--- src/rtl/seg7_pkg.sv ---
// rtl/seg7_pkg.sv - shared constants, slot state and width helper for seg7 display blocks
//
// Purpose: segment patterns (gfedcba, active-high), the scan slot state
// enum and a ceiling-log2 helper used to size the phase and digit counters.
// Ports: none (package).

package seg7_pkg;

   localparam logic [6:0] SEG_0    = 7'h3F;
   localparam logic [6:0] SEG_1    = 7'h06;
   localparam logic [6:0] SEG_2    = 7'h5B;
   localparam logic [6:0] SEG_3    = 7'h4F;
   localparam logic [6:0] SEG_4    = 7'h66;
   localparam logic [6:0] SEG_5    = 7'h6D;
   localparam logic [6:0] SEG_6    = 7'h7D;
   localparam logic [6:0] SEG_7    = 7'h07;
   localparam logic [6:0] SEG_8    = 7'h7F;
   localparam logic [6:0] SEG_9    = 7'h6F;
   localparam logic [6:0] SEG_DASH = 7'h40;
   localparam logic [6:0] SEG_OFF  = 7'h00;

   typedef enum logic {
      ST_BLANK,
      ST_SHOW
   } slot_state_t;

   // Never returns less than 1 so a single-value counter still has a bit.
   function automatic int clog2(input int value);
      int w;
      w = 1;
      while ((1 << w) < value) begin
         w = w + 1;
      end
      return w;
   endfunction

endpackage

--- src/rtl/bcd_to_seg7.sv ---
// rtl/bcd_to_seg7.sv - combinational BCD to seven-segment decoder with blank override
//
// Purpose: maps a 4-bit code to segments {g,f,e,d,c,b,a}; codes A..F show a dash.
// Ports:
//   code  in  4  BCD code
//   blank in  1  forces all segments off
//   seg   out 7  segment pattern, active-high

module bcd_to_seg7
   import seg7_pkg::*;
(
   input  logic [3:0] code,
   input  logic       blank,
   output logic [6:0] seg
);

   always_comb begin
      seg = SEG_OFF;
      if (!blank) begin
         case (code)
            4'd0:    seg = SEG_0;
            4'd1:    seg = SEG_1;
            4'd2:    seg = SEG_2;
            4'd3:    seg = SEG_3;
            4'd4:    seg = SEG_4;
            4'd5:    seg = SEG_5;
            4'd6:    seg = SEG_6;
            4'd7:    seg = SEG_7;
            4'd8:    seg = SEG_8;
            4'd9:    seg = SEG_9;
            default: seg = SEG_DASH;
         endcase
      end
   end

endmodule

--- src/rtl/seg7_scan_driver.sv ---
// rtl/seg7_scan_driver.sv - tear-free multiplexed seven-segment scan driver
//
// Purpose: snapshots a packed BCD value into a shadow register, promotes it to
// the display register only at a frame boundary, and scans one digit per slot
// with leading dead-time, leading-zero blanking and dash for invalid codes.
// Ports:
//   clk      in  1         clock, rising edge
//   rst_n    in  1         asynchronous active-low reset
//   bcd_in   in  4*DIGITS  packed BCD, digit i at [4i+3:4i]
//   dp_in    in  DIGITS    decimal-point request per digit
//   load     in  1         capture strobe for bcd_in/dp_in
//   lzb_en   in  1         leading-zero blanking enable
//   seg      out 7         segments {g,f,e,d,c,b,a}, registered
//   dp       out 1         decimal point, registered
//   an       out DIGITS    one-hot digit enable, registered
//   frame_tc out 1         high in the last cycle of each frame

module seg7_scan_driver
   import seg7_pkg::*;
#(
   parameter int DIGITS    = 4,
   parameter int SCAN_DIV  = 1000,
   parameter int BLANK_CYC = 4
) (
   input  logic                  clk,
   input  logic                  rst_n,
   input  logic [4*DIGITS-1:0]   bcd_in,
   input  logic [DIGITS-1:0]     dp_in,
   input  logic                  load,
   input  logic                  lzb_en,
   output logic [6:0]            seg,
   output logic                  dp,
   output logic [DIGITS-1:0]     an,
   output logic                  frame_tc
);

   localparam int PW = clog2(SCAN_DIV);
   localparam int DW = clog2(DIGITS);
   localparam logic [PW-1:0] P_LAST  = PW'(SCAN_DIV - 1);
   localparam logic [PW-1:0] P_BLANK = PW'(BLANK_CYC);
   localparam logic [DW-1:0] D_LAST  = DW'(DIGITS - 1);
   localparam slot_state_t   ST_INIT = (BLANK_CYC == 0) ? ST_SHOW : ST_BLANK;

   logic [4*DIGITS-1:0] shadow_bcd, disp_bcd, disp_bcd_nxt;
   logic [DIGITS-1:0]   shadow_dp, disp_dp, disp_dp_nxt;
   logic                pend, pend_nxt;
   logic [PW-1:0]       p, p_nxt;
   logic [DW-1:0]       d, d_nxt;
   slot_state_t         st, st_nxt;
   logic                frame_end;

   logic [DIGITS-1:0]   blank_vec;
   logic [DIGITS-1:0]   an_nxt;
   logic [3:0]          dig_code;
   logic                dig_dp, dig_blank, show;
   logic [6:0]          dig_seg;

   assign frame_end = (d == D_LAST) && (p == P_LAST);
   assign frame_tc  = frame_end;
   assign p_nxt     = (p == P_LAST) ? '0 : p + 1'b1;
   assign d_nxt     = (p != P_LAST) ? d : ((d == D_LAST) ? '0 : d + 1'b1);

   // Slot FSM: dead-time first, then show; BLANK_CYC=0 never leaves SHOW.
   always_comb begin
      st_nxt = st;
      case (st)
         ST_BLANK: if (p_nxt == P_BLANK) st_nxt = ST_SHOW;
         ST_SHOW:  if ((p == P_LAST) && (P_BLANK != '0)) st_nxt = ST_BLANK;
         default:  st_nxt = ST_INIT;
      endcase
   end

   // A load in the boundary cycle itself bypasses the shadow so it is not lost.
   always_comb begin
      disp_bcd_nxt = disp_bcd;
      disp_dp_nxt  = disp_dp;
      pend_nxt     = pend | load;
      if (frame_end) begin
         pend_nxt = 1'b0;
         if (load) begin
            disp_bcd_nxt = bcd_in;
            disp_dp_nxt  = dp_in;
         end else if (pend) begin
            disp_bcd_nxt = shadow_bcd;
            disp_dp_nxt  = shadow_dp;
         end
      end
   end

   // Outputs are computed from next-cycle counters and display so the
   // registered outputs line up with p/d with no extra latency.
   always_comb begin
      logic all_zero;
      all_zero  = 1'b1;
      blank_vec = '0;
      for (int i = DIGITS - 1; i >= 0; i--) begin
         all_zero = all_zero && (disp_bcd_nxt[4*i +: 4] == 4'd0);
         if (lzb_en && (i != 0) && all_zero && !disp_dp_nxt[i]) begin
            blank_vec[i] = 1'b1;
         end
      end

      show      = (st_nxt == ST_SHOW);
      dig_code  = 4'd0;
      dig_dp    = 1'b0;
      dig_blank = 1'b0;
      an_nxt    = '0;
      for (int i = 0; i < DIGITS; i++) begin
         if (d_nxt == DW'(i)) begin
            dig_code  = disp_bcd_nxt[4*i +: 4];
            dig_dp    = disp_dp_nxt[i];
            dig_blank = blank_vec[i];
            an_nxt[i] = show;
         end
      end
   end

   bcd_to_seg7 u_dec (
      .code  (dig_code),
      .blank (dig_blank | ~show),
      .seg   (dig_seg)
   );

   always_ff @(posedge clk or negedge rst_n) begin
      if (!rst_n) begin
         shadow_bcd <= '0;
         shadow_dp  <= '0;
         pend       <= 1'b0;
         disp_bcd   <= '0;
         disp_dp    <= '0;
         p          <= '0;
         d          <= '0;
         st         <= ST_INIT;
         seg        <= SEG_OFF;
         dp         <= 1'b0;
         an         <= '0;
      end else begin
         if (load) begin
            shadow_bcd <= bcd_in;
            shadow_dp  <= dp_in;
         end
         pend     <= pend_nxt;
         disp_bcd <= disp_bcd_nxt;
         disp_dp  <= disp_dp_nxt;
         p        <= p_nxt;
         d        <= d_nxt;
         st       <= st_nxt;
         seg      <= dig_seg;
         dp       <= show & dig_dp & ~dig_blank;
         an       <= an_nxt;
      end
   end

endmodule

--- config.mk ---
export PLATFORM = sky130hd
export DESIGN_NAME = seg7_scan_driver
export DESIGN_NICKNAME = d
export VERILOG_FILES = /design/src/rtl/seg7_pkg.sv /design/src/rtl/bcd_to_seg7.sv /design/src/rtl/seg7_scan_driver.sv
export SDC_FILE = /design/constraint.sdc
export NUM_CORES = 1
export LEC_CHECK = 0
export ABC_AREA = 1
export CELL_PAD_IN_SITES_DETAIL_PLACEMENT = 1
export CELL_PAD_IN_SITES_GLOBAL_PLACEMENT = 1
export CORE_MARGIN = 1.5
export CORE_UTILIZATION = 30
export CTS_CLUSTER_SIZE = 40
export DETAILED_ROUTE_END_ITERATION = 10
export GPL_TIMING_DRIVEN = 0
export PLACE_DENSITY = 0.63
export SETUP_SLACK_MARGIN = 0.2
export SYNTH_ARGS = -nofsm -noshare
export SYNTH_HDL_FRONTEND = slang
export SYNTH_SLANG_ARGS = --single-unit
--- constraint.sdc ---
create_clock -name clk -period 2.35 [get_ports clk]
set_clock_uncertainty 0.05 [all_clocks]
set_input_delay 0.3525 -clock clk [delete_from_list [all_inputs] [get_ports clk]]
set_output_delay 0.3525 -clock clk [all_outputs]
set_load 0.03 [all_outputs]
==> impl_metrics.py <==
metrics = {
    "setup_path": {
        "r2r_cells": 18,
        "crit_slowest_cell": "dfrtp_1",
        "cp_common_cell": "inv_2",
        "cp.required_ns": 2.57,
        "critPathBufInv": 5,
        "rr_endpoint": "seg[0]",
        "critPathCapture": "seg[0]",
        "cp_cell_sequence": "inv_2 -> nand2_4 -> nor2_4 -> buf_4 -> buf_4 -> nand4_1 -> nand2_4 -> nor2_4 -> nand2_2 -> nand3_2 -> a21oi_4 -> inv_2 -> ha_4 -> inv_2 -> nand4_1 -> nand2_1 -> nor2_1 -> nor2_1",
        "r2r_slack_ns": -0.04,
        "r2r-start": "p[3]",
        "critPathLaunch": "p[3]",
        "crit_family": "simple AND/OR/NAND/NOR gates",
        "max_stage_delay_ns": 0.39,
        "critPathKind": "flip-flop to flip-flop",
        "cp.depth": 18,
        "cp.arrival_ns": 2.61,
        "cp-start-kind": "flip-flop",
        "cp_max_fo": 5,
        "end_kind": "flip-flop",
    },
    "timing": {
        "setup_viol": 2,
        "slew_headroom_pct": 41.0,
        "final-max-slew-violation-count": 0,
        "finalHoldViolations": 0,
        "worst_pin_slew_ns": 0.884,
        "setup-tns-final_ns": -0.0595,
        "setup_slack_ns": -0.0367,
        "rsz0062_at_grt": "true",
        "layout_worst_path_cycle_share_pct": 102,
        "fmaxAchievable_ghz": 0.419,
        "min_period_ns": 2.39,
        "whs_ns": 0.0722,
    },
    "job": {
        "drv_cap": 0,
    },
    "final_layout": {
        "nets": 588,
        "fillers": 1384,
        "drive_above_1_share_pct": 24.9,
        "finalNonFillerCells": 706,
        "area_growth_pct": 39.6,
        "regArea_um2": 1650,
        "fin_area_um2": 4930,
        "multi_input_area_um2": 1880,
        "n_antenna_cell": 0,
    },
    "clock_tree": {
        "insertion_delay_ns": 0.34,
        "cts_tree": "yes",
        "cts_sinks": 66,
        "cts.path.max_buffers": 2,
        "clkTransAtPathRegs_ns": 0.05,
        "cts_made_buffers": 9,
        "htree_levels": 3,
        "cts_root_buffer": "clkbuf_16",
    },
    "placement": {
        "placed_cell_area_um2": 4090,
        "post-place-cells": 654,
        "hpwlAfterDp_mm": 7.18,
        "io_buffers": 36,
        "gp_congestion": 0.814,
    },
    "synthesis": {
        "ys_seq_area_share_pct": 46.7,
        "yosysWarnings": 0,
        "synth_top_area_share_pct": 46.7,
        "synth_area_um2": 3530,
        "synth-seq-cells": 66,
        "syn_avg_cell_area_um2": 7.44,
        "syn-num-nets": 505,
        "yosysUniqueCellTypes": 31,
        "netlist_top_cells_area": "dfrtp_1 (47%), nand2_1 (23%), inv_1 (4.8%), nor2_1 (4.4%), nand3_1 (3.4%)",
        "synthCells": 475,
        "synth_top_cell_by_area": "dfrtp_1",
    },
    "pwr": {
        "leakage_nw": 2.51,
        "power.total_mw": 2.73,
        "power_density_nw_per_um2": 552,
        "irDropWorstVdd_mv": 0.286,
    },
    "routing": {
        "via_count": 3302,
        "dr.pass1.iters": 4,
        "viasPerCell": 4.68,
        "drc": 0,
        "routed_wl_mm": 10.8,
        "drtIter0Drc": 134,
        "wire_per_inst_um": 15.3,
        "ant_nets": 0,
    },
    "floorplan": {
        "ios": 37,
        "coreArea_um2": 11500,
        "std_cell_rows": 39,
        "dieArea_um2": 12400,
        "die_h_um": 112,
        "initial_core_util_pct": 30.8,
        "die_x_um": 112,
    },
    "outcome": {
        "violations": "negative setup slack",
        "status": "complete, but fails checks",
    },
    "global_routing": {
        "grt_pass1_wl_mm": 17.6,
        "grt.total_usage_pct": 18.1,
        "antenna_found_initial": 0,
        "grt_pass1_vias": 3508,
        "grt-ovfl-total": 0,
        "grt_max_degree": 67,
    },
    "worst_hold_path": {
        "hold_class": "input port to async pin",
    },
}
[cells in the mapped netlist]
master    instances
nand2_2           9
inv_1            45
nand2_1         214
o21ai_2           2
nor3_1            2
nand4_2           1
nand4_1           8
a21boi_0          4
buf_4             1
nand3_2           3
o21ai_0           9
nor3b_1           1
nand2_4           5
clkbuf_1          3
clkinv_1          1
dfrtp_1          66
a21oi_2           1
xor2_1            1
ha_1              6
a21oi_1           4
nand3_1          24
buf_6             3
nor2_2            3
nor2_4            6
buf_2             5
a31oi_1           1
o21ai_1           3
nor2_1           41
inv_4             1
nand3b_1          1
and2_1            1
[final cells by class]
cell class                 instances  share of cell area, %
buffer                            12                   2.23
tap                              143                   3.63
clock inverter                     3                  0.811
inverter                          47                   3.83
sequential                        66                   33.5
clock buffer                      13                   4.87
multi-input combinational        350                   38.1
timing repair buffer              72                   13.0
[stage by stage]
| step | worst slack (ns) | util (%) |
|---|---|---|
| 3_5_place_dp | -0.670 | 35.7 |
| 3_3_place_gp | -1.55 | 35.7 |
| 2_1_floorplan | 0.193 | - |
| 4_1_cts | 0.0202 | 41.0 |
| 6_report | -0.0367 | 43.0 |
| 5_1_grt | -0.245 | 43.0 |
[sequential cells by signal, indices dropped and copies added (netlist names)]
name        count
dp              1
shadow_bcd     16
d               2
disp_dp         4
an              4
seg             7
p              10
pend            1
shadow_dp       4
disp_bcd       16
st              1
[timing repair]
item,4_1_cts,5_1_grt
resized for setup,52,36
setup buffers,21,15
pin swaps,24,20
cloned,0,0
hold buffers,0,0
setup endpoints to repair,9,10
[placed cells by master, fill, tap and decap left out, drive strengths merged, types with 2 or more instances in the layout]
cell,netlist,final
nand2,228,228
dfrtp,66,66
nor2,50,50
inv,46,47
buf,9,47
clkdlybuf4s50,0,33
nand3,27,27
clkbuf,3,16
o21ai,14,14
nand4,9,9
ha,6,6
a21oi,5,5
a21boi,4,4
nor3,2,2
clkinv,1,2
[worst min path at each step]
stage / endpoint / slack [ns]
global placement: shadow_bcd[6] / 0.40
global route: shadow_dp[3] / 0.17
finish: shadow_dp[3] / 0.07
detailed placement: shadow_bcd[2] / 0.41
CTS: shadow_bcd[9] / 0.12
floorplan: an[0] / 0.007
[layer usage]
| metal | vias to the layer above | GRT usage [%] | part of all wire (%) |
|---|---|---|---|
| met5 | - | 0 | 0 |
| met4 | 0 | 6.75 | 1.5 |
| met3 | 12 | 3.54 | 2.0 |
| met2 | 27 | 31.6 | 51 |
| met1 | 1634 | 22.2 | 45 |
| li1 | 1629 | - | - |
[power by group]
group	total, mW	leakage [nW]	switching, mW	internal (mW)
Clock	1.32	0.138	0.497	0.819
Combinational	0.216	1.62	0.123	0.0927
Sequential	1.19	0.750	0.0168	1.18
[cell families after synthesis]
logic type	Yosys count	synth area share, %
fa+ha+maj	6	2.12
compound gates	24	4.04
simple gates	319	39.6
flops	66	46.7
xor+xnor	1	0.248
buf+inv	59	7.26
Power figures use the tool's default switching activity.
